<file path="src/rtl/ibex_pkg.sv">
// Shared types and constants for the shadow-stack controller and its operation queue.
package ibex_pkg;

    typedef enum logic {
        SS_PUSH = 1'b0,
        SS_POP  = 1'b1
    } ss_op_e;

    typedef enum logic [1:0] {
        SS_ERR_NONE      = 2'd0,
        SS_ERR_OVERFLOW  = 2'd1,
        SS_ERR_UNDERFLOW = 2'd2,
        SS_ERR_MISMATCH  = 2'd3
    } ss_err_e;

    typedef enum logic [1:0] {
        SS_IDLE  = 2'd0,
        SS_RUN   = 2'd1,
        SS_FAULT = 2'd2
    } ss_ctrl_state_e;

    localparam logic [4:0] SS_LINK_X1   = 5'd1;
    localparam logic [4:0] SS_LINK_X5   = 5'd5;
    localparam logic [6:0] SS_OPC_JAL   = 7'h6F;
    localparam logic [6:0] SS_OPC_JALR  = 7'h67;

    // One queued stack operation: 33 bits {op, value}.
    typedef struct packed {
        ss_op_e      op;
        logic [31:0] value;
    } ss_entry_t;

    function automatic logic ss_is_link(input logic [4:0] reg_idx);
        return (reg_idx == SS_LINK_X1) || (reg_idx == SS_LINK_X5);
    endfunction

endpackage

</file>
<file path="src/rtl/ibex_ss_op_fifo.sv">
// Small operation queue: up to two entries enqueued per cycle, one dequeued, flush has priority.
module ibex_ss_op_fifo
    import ibex_pkg::*;
#(
    parameter int unsigned DEPTH = 4
) (
    input  logic                     clk_i,
    input  logic                     rst_ni,
    input  logic                     flush_i,
    input  logic                     push0_i,
    input  ss_entry_t                push0_data_i,
    input  logic                     push1_i,
    input  ss_entry_t                push1_data_i,
    input  logic                     pop_i,
    output ss_entry_t                head_o,
    output logic                     empty_o,
    output logic [$clog2(DEPTH):0]   free_o
);

    localparam int unsigned PTR_W = $clog2(DEPTH);
    localparam int unsigned CNT_W = PTR_W + 1;

    ss_entry_t        r_mem [DEPTH];
    logic [PTR_W-1:0] r_rd_ptr;
    logic [PTR_W-1:0] r_wr_ptr;
    logic [CNT_W-1:0] r_count;

    logic             w_pop;
    logic [CNT_W-1:0] w_n_push;
    logic [PTR_W-1:0] w_wr_ptr_1;

    assign w_pop      = pop_i & (r_count != '0);
    assign w_n_push   = CNT_W'(push0_i) + CNT_W'(push1_i);
    assign w_wr_ptr_1 = r_wr_ptr + PTR_W'(1);

    assign head_o  = r_mem[r_rd_ptr];
    assign empty_o = (r_count == '0);
    assign free_o  = CNT_W'(DEPTH) - r_count;

    // push1_i is only ever raised together with push0_i, so it lands in the slot after it.
    always_ff @(posedge clk_i) begin
        if (!flush_i) begin
            if (push0_i) r_mem[r_wr_ptr]   <= push0_data_i;
            if (push1_i) r_mem[w_wr_ptr_1] <= push1_data_i;
        end
    end

    always_ff @(posedge clk_i or negedge rst_ni) begin
        if (!rst_ni) begin
            r_rd_ptr <= '0;
            r_wr_ptr <= '0;
            r_count  <= '0;
        end else if (flush_i) begin
            r_rd_ptr <= '0;
            r_wr_ptr <= '0;
            r_count  <= '0;
        end else begin
            r_wr_ptr <= r_wr_ptr + PTR_W'(w_n_push);
            r_rd_ptr <= r_rd_ptr + PTR_W'(w_pop);
            r_count  <= r_count + w_n_push - CNT_W'(w_pop);
        end
    end

endmodule

</file>
<file path="src/rtl/ibex_shadow_stack_ctrl.sv">
// Decodes retiring JAL/JALR into shadow-stack push/pop requests, queues and issues them,
// mirrors stack depth and latches a sticky error cause with a one-cycle fault pulse.
module ibex_shadow_stack_ctrl
    import ibex_pkg::*;
#(
    parameter int unsigned ADDR_WIDTH = 8,
    parameter int unsigned FIFO_DEPTH = 4
) (
    input  logic                  clk_i,
    input  logic                  rst_ni,
    input  logic                  enable_i,
    input  logic                  clear_i,
    input  logic                  instr_valid_i,
    input  logic [31:0]           instr_i,
    input  logic                  instr_compressed_i,
    input  logic [31:0]           pc_i,
    input  logic [31:0]           jump_target_i,
    output logic                  stall_o,
    output logic [31:0]           ss_pointer_wr_o,
    output logic [31:0]           ss_pointer_rd_o,
    output logic                  ss_write_o,
    output logic                  ss_read_o,
    input  logic                  ss_error_i,
    output logic                  fault_o,
    output logic [1:0]            err_cause_o,
    output logic [ADDR_WIDTH-1:0] ss_depth_o
);

    localparam int unsigned CNT_W = $clog2(FIFO_DEPTH) + 1;
    localparam logic [ADDR_WIDTH-1:0] DEPTH_MAX = '1;

    ss_ctrl_state_e        r_state;
    ss_err_e               r_cause;
    logic                  r_fault;
    logic [ADDR_WIDTH-1:0] r_depth;

    logic [4:0]       w_rd;
    logic [4:0]       w_rs1;
    logic             w_rd_link;
    logic             w_rs1_link;
    logic             w_is_jal;
    logic             w_is_jalr;
    logic [31:0]      w_link_addr;
    logic             w_run;
    logic             w_stall;
    logic             w_accept;
    logic             w_op0_v;
    logic             w_op1_v;
    ss_entry_t        w_op0;
    ss_entry_t        w_op1;
    ss_entry_t        w_head;
    logic             w_empty;
    logic [CNT_W-1:0] w_free;
    logic             w_issue;
    logic             w_write;
    logic             w_read;
    logic             w_error;
    ss_err_e          w_cause;
    logic             w_unused;

    assign w_rd        = instr_i[11:7];
    assign w_rs1       = instr_i[19:15];
    assign w_rd_link   = ss_is_link(w_rd);
    assign w_rs1_link  = ss_is_link(w_rs1);
    assign w_is_jal    = (instr_i[6:0] == SS_OPC_JAL);
    assign w_is_jalr   = (instr_i[6:0] == SS_OPC_JALR) && (instr_i[14:12] == 3'b000);
    assign w_link_addr = pc_i + (instr_compressed_i ? 32'd2 : 32'd4);
    assign w_unused    = ^instr_i[31:20];

    // Two free slots are demanded so a POP+PUSH pair never has to be split across cycles.
    assign w_run    = (r_state == SS_RUN);
    assign w_stall  = w_run & enable_i & instr_valid_i & (w_free < CNT_W'(2));
    assign w_accept = w_run & enable_i & instr_valid_i & ~w_stall;

    always_comb begin
        w_op0_v     = 1'b0;
        w_op1_v     = 1'b0;
        w_op0.op    = SS_PUSH;
        w_op0.value = w_link_addr;
        w_op1.op    = SS_PUSH;
        w_op1.value = w_link_addr;
        if (w_accept) begin
            if (w_is_jal) begin
                w_op0_v = w_rd_link;
            end else if (w_is_jalr) begin
                if (w_rd_link && w_rs1_link && (w_rd != w_rs1)) begin
                    w_op0_v     = 1'b1;
                    w_op0.op    = SS_POP;
                    w_op0.value = jump_target_i;
                    w_op1_v     = 1'b1;
                end else if (w_rd_link) begin
                    w_op0_v = 1'b1;
                end else if (w_rs1_link) begin
                    w_op0_v     = 1'b1;
                    w_op0.op    = SS_POP;
                    w_op0.value = jump_target_i;
                end
            end
        end
    end

    ibex_ss_op_fifo #(
        .DEPTH (FIFO_DEPTH)
    ) u_op_fifo (
        .clk_i        (clk_i),
        .rst_ni       (rst_ni),
        .flush_i      (w_error),
        .push0_i      (w_op0_v),
        .push0_data_i (w_op0),
        .push1_i      (w_op1_v),
        .push1_data_i (w_op1),
        .pop_i        (w_issue),
        .head_o       (w_head),
        .empty_o      (w_empty),
        .free_o       (w_free)
    );

    assign w_issue = w_run & ~w_empty;
    assign w_write = w_issue & (w_head.op == SS_PUSH);
    assign w_read  = w_issue & (w_head.op == SS_POP);
    assign w_error = w_issue & ss_error_i;

    always_comb begin
        w_cause = SS_ERR_MISMATCH;
        if (w_head.op == SS_PUSH) begin
            w_cause = SS_ERR_OVERFLOW;
        end else if (r_depth == '0) begin
            w_cause = SS_ERR_UNDERFLOW;
        end
    end

    // The mirror follows the stack itself: failed pops still consume an entry.
    always_ff @(posedge clk_i or negedge rst_ni) begin
        if (!rst_ni) begin
            r_depth <= '0;
        end else if (w_write && (r_depth != DEPTH_MAX)) begin
            r_depth <= r_depth + 1'b1;
        end else if (w_read && (r_depth != '0)) begin
            r_depth <= r_depth - 1'b1;
        end
    end

    always_ff @(posedge clk_i or negedge rst_ni) begin
        if (!rst_ni) begin
            r_state <= SS_IDLE;
            r_cause <= SS_ERR_NONE;
            r_fault <= 1'b0;
        end else begin
            r_fault <= 1'b0;
            case (r_state)
                SS_IDLE: begin
                    if (enable_i) r_state <= SS_RUN;
                end
                SS_RUN: begin
                    if (w_error) begin
                        r_state <= SS_FAULT;
                        r_cause <= w_cause;
                        r_fault <= 1'b1;
                    end else if (!enable_i && w_empty) begin
                        r_state <= SS_IDLE;
                    end
                end
                SS_FAULT: begin
                    if (clear_i) begin
                        r_state <= enable_i ? SS_RUN : SS_IDLE;
                        r_cause <= SS_ERR_NONE;
                    end
                end
                default: r_state <= SS_IDLE;
            endcase
        end
    end

    assign stall_o         = w_stall;
    assign ss_write_o      = w_write;
    assign ss_read_o       = w_read;
    assign ss_pointer_wr_o = w_write ? w_head.value : 32'h0;
    assign ss_pointer_rd_o = w_read  ? w_head.value : 32'h0;
    assign fault_o         = r_fault;
    assign err_cause_o     = r_cause;
    assign ss_depth_o      = r_depth;

endmodule

</file>
<file path="config.mk">
export PLATFORM = sky130hd
export DESIGN_NAME = ibex_shadow_stack_ctrl
export DESIGN_NICKNAME = d
export VERILOG_FILES = /design/src/rtl/ibex_pkg.sv /design/src/rtl/ibex_ss_op_fifo.sv /design/src/rtl/ibex_shadow_stack_ctrl.sv
export SDC_FILE = /design/constraint.sdc
export NUM_CORES = 1
export LEC_CHECK = 0
export BUFFER_PORTS_ARGS = -buffer_cell sky130_fd_sc_hd__buf_4
export CAP_MARGIN = 20
export CORE_AREA = 8 8 154 156
export CTS_CLUSTER_SIZE = 20
export DETAILED_ROUTE_END_ITERATION = 8
export DIE_AREA = 0 0 162 164
export GPL_TIMING_DRIVEN = 0
export PLACE_DENSITY = 0.66
export SYNTH_ARGS = -nofsm -noshare
export SYNTH_HDL_FRONTEND = slang
export SYNTH_HIERARCHICAL = 1
export SYNTH_SLANG_ARGS = --single-unit
export TNS_END_PERCENT = 100
</file>
<file path="constraint.sdc">
create_clock -name clk_i -period 5.9 [get_ports clk_i]
set_input_delay 0.59 -clock clk_i [delete_from_list [all_inputs] [get_ports clk_i]]
set_output_delay 0.59 -clock clk_i [all_outputs]
set_load 0.01 [all_outputs]
</file>
## Word level (Yosys, flattened, before mapping)

Memory sizes are Yosys's and may differ from the RTL's.
Index checks and enable logic that the tools add are counted.

| cells by class | value |
|---|---|
| bitwise gates (word level) | 12 |
| muxes and demuxes | 43 |
| eq/ne operators | 14 |
| magnitude comparators | 1 |
| add/sub/neg operators | 10 |
| reduce and logical (&&, ||, !) cells | 19 |

Operators with widths:

| kind | count |
|---|---|
| $mux W33 | 6 |
| $mux W32 | 2 |
| $add A32 B3 Y32 | 1 |
| $mux W1 | 20 |
| $mux W2 | 9 |
| $mux W8 | 2 |
| $eq A7 B7 Y1 const B | 2 |
| $eq A5 B1 Y1 const B | 2 |
| $eq A5 B3 Y1 const B | 2 |
| $and A1 B1 Y1 | 9 |
| $add A8 B1 Y8 const B | 1 |
| $logic_not A8 Y1 | 1 |
| $ne A8 B8 Y1 const B | 1 |
| $reduce_bool A8 Y1 | 1 |
| $sub A8 B1 Y8 const B | 1 |
| $logic_and A1 B1 Y1 | 6 |
| $logic_not A3 Y1 | 2 |
| $mux W3 | 2 |
| $pmux W2 S3 | 1 |
| $reduce_and A3 Y1 | 2 |
| $ne A5 B5 Y1 | 1 |
| $ne A2 B2 Y1 const B | 2 |
| $pmux W2 S2 | 1 |
| $reduce_bool A2 Y1 | 2 |
| 17 further kinds | 20 |

| storage, ports and cells | value |
|---|---|
| output and inout port bits | 78 |
| memories | 1 |
| register bits after elaboration | 20 |
| memory bits (writable) | 132 |
| logic and storage cells | 107 |

Memory list:

| memory | words | width | read ports | clocked after memory_dff | wr ports | RTL line | RTL |
|---|---|---|---|---|---|---|---|
| u_op_fifo.r_mem | 4 | 33 | 1 | 0 | 2 | ibex_ss_op_fifo.sv:23 | `ss_entry_t r_mem [DEPTH];` |

## Depth between registers and ports, before layout

Gate-level depths: netlist of run 1.

| depth | value |
|---|---|
| depth in word-level cells | 12 |
| mapped depth | 17 |

## By module

Netlist of run 1, hierarchy kept.

By module, submodules not included:

| module | area an instance (um^2) | cells each | instances |
|---|---|---|---|
| ibex_ss_op_fifo | 6916.6 | 371 | 1 |
| ibex_shadow_stack_ctrl | 2496.1 | 312 | 1 |

## Worst setup path before layout of run 1

Ideal clock, no wire load.

| timing | value |
|---|---|
| path kind | flip-flop to flip-flop |
| start | reg u_op_fifo.r_count[0] |
| end | mem u_op_fifo/r_mem[3][0] (netlist bit), enable pin |
| slack | 0.841 ns |
| data required time | 5.429 ns |
| arrival time | 4.588 ns |
| period minus slack after synthesis | 5.059 ns |
| cell stages (with the launch flop) | 11 |
| setup time | 0.471 ns |
| cell sequence | dfrtp_1 > inv_1 > ha_1 > ha_1 > inv_1 > nor2_1 > nor4_1 > nand2_1 > nor3b_1 > mux2i_1 > nor3b_1 |

RTL lines:

| what | RTL line | RTL |
|---|---|---|
| start: declaration | ibex_ss_op_fifo.sv:26 | `logic [CNT_W-1:0] r_count;` |
| start signal: assignment | ibex_ss_op_fifo.sv:60 | `r_count <= r_count + w_n_push - CNT_W'(w_pop);` |
| end: declaration | ibex_ss_op_fifo.sv:23 |  |

==> results.md, run 1 <==
- Run status: completed
- Die ar.: 26600 um^2
- Post CTS Setup Buffer Count: 0
- Number of hold buffers added after cts: 0
- Pin count of the biggest net entering global routing: 22
- Per-cell routed wire length: 21.4 um
- Final antenna diode count: 0
- Worst rel slew slack: 26.8%
- Synth Cell Area: 9410 um^2
- Number of search-and-repair iterations in the first detailed-routing pass: 4
- Number of global-route vias before repair: 6736
- Period utilization: 72.9%
- Finish-stage setup viols: 0
- Post-DP HPWL: 18.2 mm
- Total number of placement rows: 54
- Height of the die: 164 um
- Total global routing overflow: 0
- Number of I/O port buffers: 168
- Total Wirelength: 25.1 mm
- Synthesized instance count: 682
- Power spent charging and discharging nets: 1390 uW
- Endpoint kind of the worst setup timing path: register
- Clock tree from TritonCTS: yes
- Maxcap violations: 0
- Die width: 162 um
- Final estimated routing congestion in global placement: 0.835
- Maximum ir drop on the vdd rail: 0.212 mV
- Total number of vias: 6408
- Total DRC errors in the routed layout: 0
- Maximum clock rate: 233 MHz
- Critical path launch point type: register
- Fill cells: 1884
- Gate power share: 42.4%
- Iteration-0 DRC count of the detailed router: 311
- Critical path buffer and inverter count: 4
- Maximum number of buffers from clock root to sink: 2
- Overall power of the completed layout: 4070 uW
- Worst slack at placement: 1.62 ns
- Critical Path Fanout Max: 10
- Share of final-layout standard cells stronger than drive strength 1: 45.9%
- Global-route wire length before repair: 38.3 mm
- Number of pins exceeding their max-slew limit in the final report: 0
- Total non-filler cell area in the finished layout: 11700 um^2
- Delay contributed by the slowest stage of the critical path: 0.94 ns
- Part of the total power dissipated in sequential elements: 32.1%
- Number of buffers created by CTS: 17
- Proportion of total power due to net switching: 34.1%
- Num Clock Sinks: 152
- NumNets Final: 1002
- Antenna Violating Nets Remaining: 0
- Period minus WS final: 4.30 ns
- Synth Warn #: 6
- Classification of the worst-slack hold path: in -> async
- Clock network fraction of design power: 25.6%
- Actual slew at the worst max-slew pin: 1.09 ns
- Util after Layout: 55.0%
- Leakage power: 0.00450 uW
- Required time at the endpoint of the critical path: 6.03 ns
- Internal portion of total power: 2680 uW
- Clock slew seen by the registers of the worst setup and hold paths: 0.06 ns
- Clk Tree Root Cell: clkbuf_16
- Post-detailed-placement cell area: 11200 um^2
- Depth of the CTS H-tree: 4
- # IOs: 181
- Synthesis-to-layout area growth: 24.9%
- Critical path cell sequence: inv_1 -> ha_1 -> ha_1 -> inv_1 -> nor2_1 -> nor4_1 -> nand2_1 -> nor3b_1 -> mux2i_1 -> nor3b_2 -> buf_8 -> buf_8
- Worst Setup Path Type: reg -> reg
- R2r setup slk: 1.60 ns
- Setup WS post-layout: 1.60 ns
- Register area: 4460 um^2
- Total area of multi-input combinational cells: 4700 um^2
- Floorplan core area: 21400 um^2
- Max stage delay cell, worst path: nor3b_2
- Hold Slack: 0.0429 ns
- Via-per-instance ratio: 5.47
- Clock latency on the worst-skew pair: 0.42 ns
- Clock Skew: 0.0133 ns
- Initial standard-cell utilization of the core: 44.1%
- Data arrival, critical path: 4.43 ns
- Final Hold Fails: 0
- GRT Overall Usage: 18.9%
- Unrepaired setup endpoints after global routing: false
- Resize count post-CTS: 0
- Delay-heaviest family, CP: simple AND/OR/NAND/NOR gates
- Initial antenna violation count: 0
- Average cell area after synthesis: 13.8 um^2
- Pwr per Cell Area: 346 nW/um^2
==> final timing paths <==
check | startpoint | endpoint | cells after the start
min reg2reg | err_cause_o[1]$_DFFE_PN0P_ | err_cause_o[1]$_DFFE_PN0P_ | 2
min in group clk_i | ss_error_i | r_state[0]$_DFFE_PN0P_ | 2
max in group asynchronous | rst_ni | r_state[0]$_DFFE_PN0P_ | 1
max reg2reg | u_op_fifo/r_count[0]$_DFF_PN0_ | u_op_fifo/r_mem[3][32]$_DFFE_PP_ | 12
min | rst_ni | ss_depth_o[0]$_DFFE_PN0P_ | 1
max | u_op_fifo/r_count[0]$_DFF_PN0_ | u_op_fifo/r_mem[3][32]$_DFFE_PP_ | 12
==> cells in the final DEF (no fill, tap or decap), types with 3 or more instances in the layout <==
| cell type | instances |
|---|---|
| nor2_1 | 19 |
| buf_4 | 169 |
| nand4_1 | 11 |
| clkinv_1 | 4 |
| nor2b_1 | 8 |
| edfxtp_1 | 132 |
| o21ai_0 | 4 |
| xnor2_1 | 30 |
| ha_1 | 16 |
| inv_1 | 13 |
| nand3_1 | 12 |
| nand2_1 | 20 |
| mux2_2 | 130 |
| nor4_1 | 4 |
| buf_6 | 13 |
| buf_2 | 14 |
| a21oi_1 | 11 |
| dfrtp_1 | 20 |
| nor3_1 | 6 |
| and3_1 | 37 |
| and2_1 | 34 |
| xor2_1 | 10 |
| mux4_2 | 33 |
| a21o_1 | 3 |
| fa_1 | 3 |
| clkbuf_16 | 17 |
| clkinvlp_4 | 6 |
| and4_1 | 3 |
| mux2_1 | 37 |
| conb_1 | 4 |
| clkbuf_1 | 14 |
==> worst reg2reg max path, cell delays in order (launching register included) <==
cell,delay [ns]
dfrtp_1,0.35
inv_1,0.05
ha_1,0.19
ha_1,0.28
inv_1,0.07
nor2_1,0.07
nor4_1,0.40
nand2_1,0.13
nor3b_1,0.82
mux2i_1,0.31
nor3b_2,0.94
buf_8,0.24
buf_8,0.16
==> through the flow <==
step           TNS [ns]  instances
4_1_cts               0       1172
6_report              0       1172
3_5_place_dp          0       1141
3_3_place_gp    -110.27       1133
2_1_floorplan         0        685
5_1_grt               0       1172
==> state kept, by name (all words and copies together) (netlist names) <==
signal,flops
err_cause_o,2
u_op_fifo/r_wr_ptr,2
u_op_fifo/r_rd_ptr,2
u_op_fifo/r_mem,132
u_op_fifo/r_count,3
fault_o,1
ss_depth_o,8
r_state,2
==> cell type report <==
cell class                 instances  area share [%]
tap                              280            2.98
clock buffer                      17            3.62
timing repair buffer             176            11.8
multi-input combinational        481            40.0
inverter                          14           0.447
sequential                       152            38.0
buffer                            38            1.97
clock inverter                    14            1.15
==> layer usage <==
layer | wire length [um] | up-vias | GRT usage, %
li1 | - | 3025 | -
met1 | 11300 | 3198 | 24.6
met2 | 12100 | 176 | 31.2
met3 | 1580 | 9 | 5.64
met4 | 124 | 0 | 3.03
met5 | 0 | - | 0
==> power groups by stage <==
stage	Sequential [uW]	Clock, uW	Combinational, uW
final	1300	1040	1720
after global routing	1320	1100	1900
after CTS	1300	1060	1750
after detailed placement	1330	0	1750
after global placement	1320	0	1720
after floorplan	1330	0	1080
(Power assumes the default switching activity.)
==> run 2, diff against run 1 <==
- clock period: 5.9 -> 4.03 ns (I/O delays scaled with it)
==> run 2 against run 1 <==
Net effect: sequential power up 47%; critical endpoint is now u_op_fifo/r_count[2]$_DFF_PN0_; critical path type unchanged; clock skew about the same; wire length down 0.15%; maximum frequency up 16%.
==> results.md, run 2 (synthesis gave the netlist of run 1 again) <==
- Run status: completed
- Clock Skew: 0.0133 ns (+0.0000224 ns)
- Per-cell routed wire length: 21.3 um (-0.24%)
- Pwr per Cell Area: 512 nW/um^2 (+48%)
- Critical path launch point type: register
- Post CTS Setup Buffer Count: 0 (unchanged)
- Total number of placement rows: 54 (unchanged)
- Maximum number of buffers from clock root to sink: 2 (unchanged)
- Hold depth: 2
- Largest Register: u_op_fifo/r_mem
- Required time at the endpoint of the critical path: 4.30 ns (-1.73 ns)
- Worst Setup Path Type: reg -> reg
- Part of the total power dissipated in sequential elements: 31.4% (-0.7 points)
- Max stage delay cell, worst path: nor3b_2
- Number of pins exceeding their max-slew limit in the final report: 0 (unchanged)
- Clock tree from TritonCTS: yes
- Gate power share: 41.9% (-0.5 points)
- Final antenna diode count: 0 (unchanged)
- Global-route wire length before repair: 38.1 mm (-0.54%)
- Antenna Violating Nets Remaining: 0 (unchanged)
- Height of the die: 164 um (unchanged)
- Worst Min Path Start: ss_error_i
- NumNets Final: 1002 (unchanged)
- Share of final-layout standard cells stronger than drive strength 1: 46.1% (+0.28 points)
- Endpoint kind of the worst setup timing path: register
- Critical path cell sequence: inv_1 -> ha_1 -> ha_1 -> inv_1 -> nor2_1 -> nor4_1 -> nand2_1 -> nor3b_2 -> ha_1 -> inv_1 -> ha_1 -> inv_1 -> ha_1 -> inv_1 -> fa_1 -> xor3_1 -> nor2_1
- Delay contributed by the slowest stage of the critical path: 0.50 ns (-0.44 ns)
- Clk Tree Root Cell: clkbuf_16
- Internal portion of total power: 4010 uW (+50%)
- Number of flip-flops under the largest register name: 132 (unchanged)
- Post-DP HPWL: 18.0 mm (-1.3%)
- Setup total negative slack: 0 ns (unchanged)
- Total Wirelength: 25.0 mm (-0.15%)
- Die ar.: 26600 um^2 (unchanged)
- Worst slack at placement: -0.219 ns (-1.84 ns)
- Total global routing overflow: 0 (unchanged)
- Commonest cells after routing, fill and taps aside: 169 x buf_4, 132 x edfxtp_1, 130 x mux2_2
- Data arrival, critical path: 3.97 ns (-0.46 ns)
- Commonest non-fill, non-tap cell in the layout: buf_4
- Die width: 162 um (unchanged)
- Number of I/O port buffers: 168 (unchanged)
- Period utilization: 91.6% (+19 points)
- Total number of vias: 6372 (-0.56%)
- Classification of the worst-slack hold path: in -> reg
- Number of buffers created by CTS: 17 (unchanged)
- Total DRC errors in the routed layout: 0 (unchanged)
- Synthesis-to-layout area growth: 26.3%
- Unrepaired setup endpoints after global routing: false
- Initial antenna violation count: 1 (+1)
- Clock slew seen by the registers of the worst setup and hold paths: 0.06 ns (about the same)
- Final Hold Fails: 0 (unchanged)
- Via-per-instance ratio: 5.43 (-0.65%)
- Final estimated routing congestion in global placement: 0.823 (-1.3%)
- Worst rel slew slack: 37.2% (+10 points)
- Depth of the CTS H-tree: 4 (unchanged)
- GRT Overall Usage: 18.9% (-0.026 points)
- Worst min-delay path endpoint: r_state[0]$_DFFE_PN0P_
- Number of cell instances on the worst register-to-register path: 17 (+5)
- Reg2reg start: u_op_fifo/r_count[0]$_DFF_PN0_
- Clock network fraction of design power: 26.7% (+1.1 points)
- Num Clock Sinks: 152 (unchanged)
- Finish-stage setup viols: 0 (unchanged)
- Clock latency on the worst-skew pair: 0.43 ns (about the same)
- Number of search-and-repair iterations in the first detailed-routing pass: 4 (unchanged)
- R2r setup slk: 0.34 ns (-1.26 ns)
- Overall power of the completed layout: 6090 uW (+50%)
- Number of global-route vias before repair: 6725 (-0.16%)
- Pin count of the biggest net entering global routing: 21 (-4.5%)
- Critical Path Fanout Max: 8 (-2)
- Setup WS post-layout: 0.338 ns (-1.26 ns)
- Period minus WS final: 3.69 ns (-0.608 ns)
- Iteration-0 DRC count of the detailed router: 377 (+21%)
- Proportion of total power due to net switching: 34.1% (about the same)
- # IOs: 181 (unchanged)
- Capture instance of the worst register-to-register path: u_op_fifo/r_count[2]$_DFF_PN0_
- Actual slew at the worst max-slew pin: 0.939 ns (-0.154 ns)
- Maximum ir drop on the vdd rail: 0.396 mV (+87%)
- Leakage power: 0.00455 uW (+1.1%)
- Maximum clock rate: 271 MHz (+16%)
- Floorplan core area: 21400 um^2 (unchanged)
- Initial standard-cell utilization of the core: 44.1% (unchanged)
- Maxcap violations: 0 (unchanged)
- Power spent charging and discharging nets: 2080 uW (+50%)
## run 2: cell count changes in the layout (fill, tap and decap cells not counted), sizes merged
cell,delta
buf,-1
bufinv,+1
clkinvlp,-2
dlygate4sd3,+1
inv,+2
## run 2: repair_timing
item / in CTS / in global routing
hold buffers: 1 / 0
hold endpoints to repair: 20 / 0
resized for setup: 1 / 2
cloned: 0 / 0
setup endpoints to repair: 2 / 118
pin swaps: 0 / 1
## run 2: layout make-up
cell class                      count  area (um^2)
Fill cell                        1813         9470
Multi-Input combinational cell    481         4730
Sequential cell                   152         4460
Timing Repair Buffer              176         1450
Clock buffer                       17          425
Tap cell                          280          350
Buffer                             38          231
Clock inverter                     15          176
Inverter                           14         52.6
## run 2: layer usage
layer	vias up	part of all wire, %	global-route usage (%)
met3	21	7.1	5.56
li1	3023	-	-
met2	187	48	30.7
met5	-	0	0
met4	0	1.2	5.26
met1	3141	44	24.2
## run 2: worst max-delay path by stage
stage | endpoint | cells past startpoint | start
final | u_op_fifo/r_count[2]$_DFF_PN0_ | 17 | u_op_fifo/r_count[0]$_DFF_PN0_
after global routing | ss_depth_o[7]$_DFFE_PN0P_ | 10 | u_op_fifo/r_rd_ptr[0]$_DFF_PN0_
after CTS | u_op_fifo/r_count[2]$_DFF_PN0_ | 17 | u_op_fifo/r_count[0]$_DFF_PN0_
after detailed placement | ss_depth_o[7]$_DFFE_PN0P_ | 10 | u_op_fifo/r_rd_ptr[0]$_DFF_PN0_
after global placement | u_op_fifo/r_mem[3][14]$_DFFE_PP_ | 10 | u_op_fifo/r_count[0]$_DFF_PN0_
after floorplan | u_op_fifo/r_mem[3][0]$_DFFE_PP_ | 10 | u_op_fifo/r_count[0]$_DFF_PN0_
## run 2: power groups by stage
stage	Combinational [uW]	Clock, uW	Sequential (uW)
floorplan	1590	0	1940
global placement	2520	0	1940
detailed placement	2560	0	1940
CTS	2580	1650	1910
global route	2820	1710	1930
finish	2550	1630	1910
## run 2: per-stage QoR
| stage | instance area (um^2) | std cells | hold slack [ns] | util [%] |
|---|---|---|---|---|
| 2_1_floorplan | 9430 | 685 | 0.107 | - |
| 3_3_place_gp | 11000 | 1133 | 0.307 | 51.7 |
| 3_5_place_dp | 11300 | 1140 | 0.311 | 52.7 |
| 4_1_cts | 11900 | 1173 | 0.168 | 55.6 |
| 5_1_grt | 11900 | 1173 | 0.204 | 55.7 |
| 6_report | 11900 | 1173 | 0.186 | 55.7 |
## run 2: critical path, delay by kind of cell, from the launching register on
kind / cells / cell delay [ns]
adders and majority gates: 6 / 1.54
and+or+nand+nor: 5 / 1.16
buffers and inverters: 5 / 0.29
DFF: 1 / 0.35
xor gates and xnor gates: 1 / 0.21
